--- config.mk ---
export PLATFORM = sky130hd
export DESIGN_NAME = decoder_ctrl
export DESIGN_NICKNAME = d
export VERILOG_FILES = /design/src/rtl/decoder_ctrl.sv
export SDC_FILE = /design/constraint.sdc
export NUM_CORES = 1
export LEC_CHECK = 0
export CAP_MARGIN = 25
export CORE_ASPECT_RATIO = 0.6
export CORE_MARGIN = 3
export CORE_UTILIZATION = 45
export CTS_CLUSTER_SIZE = 10
export DETAILED_ROUTE_END_ITERATION = 7
export DONT_BUFFER_PORTS = 1
export GPL_ROUTABILITY_DRIVEN = 0
export PLACE_DENSITY_LB_ADDON = 0.15
export SETUP_SLACK_MARGIN = 0.1
export SYNTH_ARGS = -nofsm -noshare
export SYNTH_HDL_FRONTEND = slang
export SYNTH_SLANG_ARGS = --single-unit
--- constraint.sdc ---
create_clock -name clk -period 1.9 [get_ports clk]
set_input_delay 0.285 -clock clk [delete_from_list [all_inputs] [get_ports clk]]
set_output_delay 0.285 -clock clk [all_outputs]
set_load 0.05 [all_outputs]
--- src/rtl/decoder_ctrl.sv ---
// Control sequencer for the serial pattern decoder: clears the datapath, streams
// the host pattern into the program register, arms after warm-up and qualifies hits.
module decoder_ctrl #(
  parameter int N       = 1024,
  parameter int CNT_W   = 16,
  parameter int HOLDOFF = 0
) (
  input  logic             clk,
  input  logic             clr,
  input  logic             start,
  input  logic             disarm,
  input  logic             prgm_valid,
  input  logic             prgm_bit,
  output logic             prgm_ready,
  input  logic             sig_in,
  input  logic             eq,
  output logic             dec_clr,
  output logic             dec_enable,
  output logic             dec_prgm,
  output logic             dec_sig,
  output logic             armed,
  output logic             busy,
  output logic             match_pulse,
  output logic [CNT_W-1:0] match_count
);

  localparam int BIT_W  = (N > 1) ? $clog2(N) : 1;
  localparam int FILL_W = $clog2(N + 1);
  localparam int HOLD_W = (HOLDOFF > 0) ? $clog2(HOLDOFF + 1) : 1;

  localparam logic [BIT_W-1:0]  LAST_BIT  = BIT_W'(N - 1);
  localparam logic [FILL_W-1:0] FILL_FULL = FILL_W'(N);
  localparam logic [HOLD_W-1:0] HOLD_LOAD = HOLD_W'(HOLDOFF);
  localparam logic [CNT_W-1:0]  CNT_MAX   = '1;

  typedef enum logic [2:0] {
    S_IDLE,
    S_CLEAR,
    S_LOAD,
    S_WAIT,
    S_ARMED
  } state_t;

  state_t            state_q, state_d;
  logic [BIT_W-1:0]  bit_cnt_q, bit_cnt_d;
  logic [FILL_W-1:0] fill_cnt_q, fill_cnt_d;
  logic [HOLD_W-1:0] hold_q, hold_d;
  logic [CNT_W-1:0]  match_count_q, match_count_d;
  logic              match_pulse_q, match_pulse_d;
  logic              accept;
  logic              hit;

  always_ff @(posedge clk) begin
    if (!clr) begin
      state_q       <= S_IDLE;
      bit_cnt_q     <= '0;
      fill_cnt_q    <= '0;
      hold_q        <= '0;
      match_count_q <= '0;
      match_pulse_q <= 1'b0;
    end else begin
      state_q       <= state_d;
      bit_cnt_q     <= bit_cnt_d;
      fill_cnt_q    <= fill_cnt_d;
      hold_q        <= hold_d;
      match_count_q <= match_count_d;
      match_pulse_q <= match_pulse_d;
    end
  end

  assign accept = (state_q == S_LOAD) && prgm_valid;
  assign hit    = (state_q == S_ARMED) && eq && (hold_q == '0);

  always_comb begin
    state_d       = state_q;
    bit_cnt_d     = bit_cnt_q;
    fill_cnt_d    = fill_cnt_q;
    hold_d        = hold_q;
    match_count_d = match_count_q;
    match_pulse_d = 1'b0;

    if (hold_q != '0) begin
      hold_d = hold_q - 1'b1;
    end
    if (hit) begin
      match_pulse_d = 1'b1;
      hold_d        = HOLD_LOAD;
      if (match_count_q != CNT_MAX) begin
        match_count_d = match_count_q + 1'b1;
      end
    end

    // fill_cnt counts signal-register shifts since the datapath clear
    if ((state_q == S_LOAD || state_q == S_WAIT || state_q == S_ARMED) &&
        (fill_cnt_q != FILL_FULL)) begin
      fill_cnt_d = fill_cnt_q + 1'b1;
    end

    case (state_q)
      S_IDLE: begin
      end
      S_CLEAR: begin
        state_d = S_LOAD;
      end
      S_LOAD: begin
        if (accept) begin
          if (bit_cnt_q == LAST_BIT) begin
            bit_cnt_d = '0;
            state_d   = (fill_cnt_q == FILL_FULL) ? S_ARMED : S_WAIT;
          end else begin
            bit_cnt_d = bit_cnt_q + 1'b1;
          end
        end
      end
      S_WAIT: begin
        if (fill_cnt_q == FILL_FULL) begin
          state_d = S_ARMED;
        end
      end
      S_ARMED: begin
        if (disarm) begin
          state_d = S_IDLE;
        end
      end
      default: begin
        state_d = S_IDLE;
      end
    endcase

    // start wins over everything, including disarm and a coincident hit
    if (start) begin
      state_d       = S_CLEAR;
      bit_cnt_d     = '0;
      fill_cnt_d    = '0;
      hold_d        = '0;
      match_count_d = '0;
      match_pulse_d = 1'b0;
    end
  end

  assign prgm_ready  = (state_q == S_LOAD);
  assign dec_enable  = accept;
  assign dec_clr     = ~clr | (state_q == S_CLEAR);
  assign dec_prgm    = prgm_bit;
  assign dec_sig     = sig_in;
  assign armed       = (state_q == S_ARMED);
  assign busy        = (state_q == S_CLEAR) || (state_q == S_LOAD) || (state_q == S_WAIT);
  assign match_pulse = match_pulse_q;
  assign match_count = match_count_q;

endmodule

==> results.json, run 1 <==
{
  "wirelength_um": 5240,
  "io_buffers": 0,
  "slew_viol_final": 0,
  "tritoncts": "done",
  "crit_start": "state_q[2]",
  "clk-insertion-delay-late_ns": 0.29,
  "antenna_found_initial": 0,
  "die_x_um": 96.3,
  "arrival_time_worst_endpoint_ns": 1.96,
  "clock_power_share": 0.362,
  "clkTransAtPathRegs_ns": 0.08,
  "syn_area_per_cell_sq_um": 8.41,
  "multiplexer_area_fraction_after_synthesis": 0.0409,
  "globalRoute.totalOverflow": 0,
  "count_of_state_elements_after_synthesis": 42,
  "maximum_capacitance_violations": 0,
  "comb_power_share": 0.065,
  "rows": 19,
  "dominantRegCellSynth": "sky130_fd_sc_hd__dfxtp_1",
  "clk_sink_count": 42,
  "tightest_slew_margin_relative_to_the_limit": 0.567,
  "floorplan.initialDensity": 0.475,
  "worst_hold_startpoint": "clr",
  "hold-path-cell-count": 1,
  "top_fanout_value_on_the_critical_path": 9,
  "globalRouteTotalUtil": 0.192,
  "netlist_top_cells_area": "sky130_fd_sc_hd__dfxtp_1 38%, sky130_fd_sc_hd__nand2_1 4.8%, sky130_fd_sc_hd__mux2i_1 4.1%",
  "hold_path.class": "input pin to flop",
  "cp_slowest_cell": "sky130_fd_sc_hd__or4_1",
  "ctsRootBufferMaster": "sky130_fd_sc_hd__clkbuf_8",
  "run_status": "completed",
  "post_route_cells_drive_above_1_share": 0.236,
  "cp_cell_sequence": "or3b_4 > clkinv_8 > nand4_4 > or4_1 > a21oi_1",
  "worst_clock_skew_ns": 0.00411,
  "leakage_power_of_the_design_uw": 0.000913,
  "synth_enable_flop_cells": 0,
  "setup_violations": 0,
  "count_of_unresolved_drc_violations_after_routing": 0,
  "finalWorstSetupSlack_ns": 0.166,
  "drt_iter0_markers": 129,
  "pre_cts_slack_ns": 0.119,
  "detailedRoute.firstPassIterationCount": 4,
  "regToRegStartpoint": "state_q[2]",
  "layout_fillers": 448,
  "netSwitchingPower_uw": 358,
  "routed_via_density": 5.56,
  "criticalPathCategory": "flop to flop",
  "coreArea_sq_mm": 0.00464,
  "synth_compound_gate_area_share": 0.157,
  "endpoint_kind": "flop",
  "first_global_vias": 1738,
  "clock.fmax_mhz": 577,
  "synth_async_sr_flop_share": 0,
  "post-synth-top-area-fraction": 0.382,
  "max-vdd-ir-drop_mv": 0.401,
  "final-hold-violation-count": 0,
  "netlist-cell-type-count": 50,
  "mappedNetlistArea_sq_mm": 0.00220,
  "synth_xor_xnor_area_share": 0.0477,
  "synth_fa_ha_area_frac": 0.0227,
  "cell_internal_pwr_uw": 1180,
  "post_synthesis_cells": 262,
  "io_pins": 32,
  "global_route_wire_length_before_repair_um": 8590,
  "reg2regPathDepth": 5,
  "synth_fp_nets": 274,
  "rsz0062_at_grt": "true",
  "timing_worst_slew_pin_value_ns": 0.644,
  "synth_simple_gate_area_share": 0.314,
  "syn2layout_area_growth_pct": 21.1,
  "grt_start_max_net_pins": 15,
  "synth_sequential_area_ratio": 0.382,
  "worst_path_largest_cell_delay_ns": 0.49,
  "num_antenna_cells": 0,
  "die_y_um": 60.2,
  "setup-tns-final_ns": 0,
  "place_hpwl_um": 3880,
  "netSwitchingFraction": 0.233,
  "fin_crit_share": 0.912,
  "synth_top_family_by_area": "simple AND/OR/NAND/NOR gates",
  "cts_buffer_depth": 2,
  "num_vias": 1996,
  "cts_max_level": 2,
  "synth_largest_area_cell": "sky130_fd_sc_hd__dfxtp_1",
  "wl_per_cell_um": 14.6,
  "cp.required_ns": 2.12,
  "finish.net_count": 307,
  "drtAntennaViolNets": 0,
  "floorplan_die_area_sq_mm": 0.00580,
  "cts-buffers-inserted": 5,
  "synthesis.yosys.warnings": 0,
  "seq_power_share": 0.573,
  "final_critical_path_time_including_i_o_delays_and_setup_ns": 1.73,
  "setup.worst_path.start_class": "flop",
  "pwr_density_cell_mw_per_mm2": 575
}
-- flip-flops by register name, summed over array words and instances, names as in the netlist --
register and flops:
bit_cnt_q 10, fill_cnt_q 11, hold_q 1, match_count 16, match_pulse 1, state_q 3
-- worst paths after layout --
check                                  endpoint  slack, ns
worst max register to register  match_count[10]       0.17
worst min register to register     bit_cnt_q[1]       0.49
worst min-delay path                 state_q[0]       0.12
worst max-delay path            match_count[10]       0.17
-- cell type report --
type	count	area [sq um]	area share
clock buffers	8	80.1	0.0300
inverters	7	40.0	0.0150
multi-input cells	204	1320	0.496
flip-flops and latches	42	870	0.326
well taps	63	78.8	0.0295
repair buffers	35	278	0.104
-- power by group through the flow --
stage	clock network, uW	registers (uW)	logic [uW]
3_3_place_gp	0	901	88.9
3_5_place_dp	0	901	89.8
5_1_grt	609	881	106
6_report	555	881	99.6
4_1_cts	573	881	92.8
2_1_floorplan	0	900	74.0
-- Yosys cell counts, types with 3 or more instances --
cell                        instances
sky130_fd_sc_hd__dfxtp_1           42
sky130_fd_sc_hd__nand2_1           28
sky130_fd_sc_hd__nor2_1            21
sky130_fd_sc_hd__a21oi_1           15
sky130_fd_sc_hd__nand3_1           13
sky130_fd_sc_hd__o21ai_0           12
sky130_fd_sc_hd__nand2b_1          10
sky130_fd_sc_hd__mux2i_1            9
sky130_fd_sc_hd__nor3_1             8
sky130_fd_sc_hd__or3_1              8
sky130_fd_sc_hd__xor2_1             7
sky130_fd_sc_hd__nand4_1            6
sky130_fd_sc_hd__clkbuf_1           5
sky130_fd_sc_hd__inv_1              5
sky130_fd_sc_hd__xnor2_1            5
sky130_fd_sc_hd__a211oi_1           4
sky130_fd_sc_hd__and4_1             4
sky130_fd_sc_hd__ha_1               4
sky130_fd_sc_hd__o2111ai_1          4
sky130_fd_sc_hd__o31ai_1            4
sky130_fd_sc_hd__or4_1              4
sky130_fd_sc_hd__and2_1             3
sky130_fd_sc_hd__and3_1             3
sky130_fd_sc_hd__buf_4              3
sky130_fd_sc_hd__nor2b_1            3
sky130_fd_sc_hd__nor4_1             3
sky130_fd_sc_hd__o211ai_1           3
-- cell usage in the layout, fill, tap and decap left out, types with 8 or more instances in the layout --
master                      n
sky130_fd_sc_hd__dfxtp_1   27
sky130_fd_sc_hd__mux2i_1    9
sky130_fd_sc_hd__nand3_1   13
sky130_fd_sc_hd__a21oi_1   15
sky130_fd_sc_hd__nand2_1   27
sky130_fd_sc_hd__o21ai_0   12
sky130_fd_sc_hd__nand2b_1  10
sky130_fd_sc_hd__or3_1      8
sky130_fd_sc_hd__dfxtp_2   11
sky130_fd_sc_hd__buf_4     32
sky130_fd_sc_hd__nor3_1     8
sky130_fd_sc_hd__nor2_1    21
-- kinds of logic after synthesis --
| logic type | count (synthesis) |
|---|---|
| adder cells (fa/ha/maj) | 4 |
| flip-flops | 42 |
| XOR/XNOR | 12 |
| AO/OA/AOI/OAI | 53 |
| multiplexers | 9 |
| buffers and inverters | 16 |
| other | 1 |
| AND/OR/NAND/NOR | 125 |
-- per-stage QoR --
| stage | cells | hold slack [ns] | utilization | power [uW] | area [sq um] |
|---|---|---|---|---|---|
| after floorplan | 262 | 0.416 | - | 974 | 2250 |
| after global placement | 349 | 0.436 | 0.547 | 990 | 2530 |
| after detailed placement | 349 | 0.427 | 0.547 | 991 | 2530 |
| after CTS | 357 | 0.108 | 0.567 | 1550 | 2630 |
| after global routing | 359 | 0.106 | 0.576 | 1600 | 2670 |
| final | 359 | 0.120 | 0.576 | 1540 | 2670 |
-- critical path: cells and delay by family (launching register included) --
kind | cells | cell delay (ns)
buf+inv | 1 | 0.09
flops | 1 | 0.35
compound gates | 1 | 0.14
simple gates | 3 | 1.07
-- per-layer routing --
| metal | vias up | GRT usage | wire length [um] |
|---|---|---|---|
| met5 | - | 0 | 0 |
| met4 | 0 | 0.0539 | 70 |
| met3 | 9 | 0.0566 | 342 |
| met2 | 46 | 0.236 | 1940 |
| met1 | 924 | 0.309 | 2890 |
| li1 | 1017 | - | - |
-- what timing repair did --
| item | 4_1_cts | 5_1_grt |
|---|---|---|
| setup buffers | 0 | 2 |
| endpoints found under the setup margin | 2 | 7 |
| hold endpoints to repair | 0 | 0 |
| gates resized for setup | 4 | 8 |
| cloned | 0 | 0 |
| hold buffers | 0 | 0 |
Note: power is estimated with default switching activity, not from simulation.
==> run 2: changes to the inputs <==
--- a/config.mk
+++ b/config.mk
@@ -15,6 +15,7 @@
 export GPL_ROUTABILITY_DRIVEN = 0
 export PLACE_DENSITY_LB_ADDON = 0.15
 export SETUP_SLACK_MARGIN = 0.1
+export SLEW_MARGIN = 20
 export SYNTH_ARGS = -nofsm -noshare
 export SYNTH_HDL_FRONTEND = slang
 export SYNTH_SLANG_ARGS = --single-unit
==> results of run 2 <==
No change in the layout: final DEF, timing and power equal those of run 1.
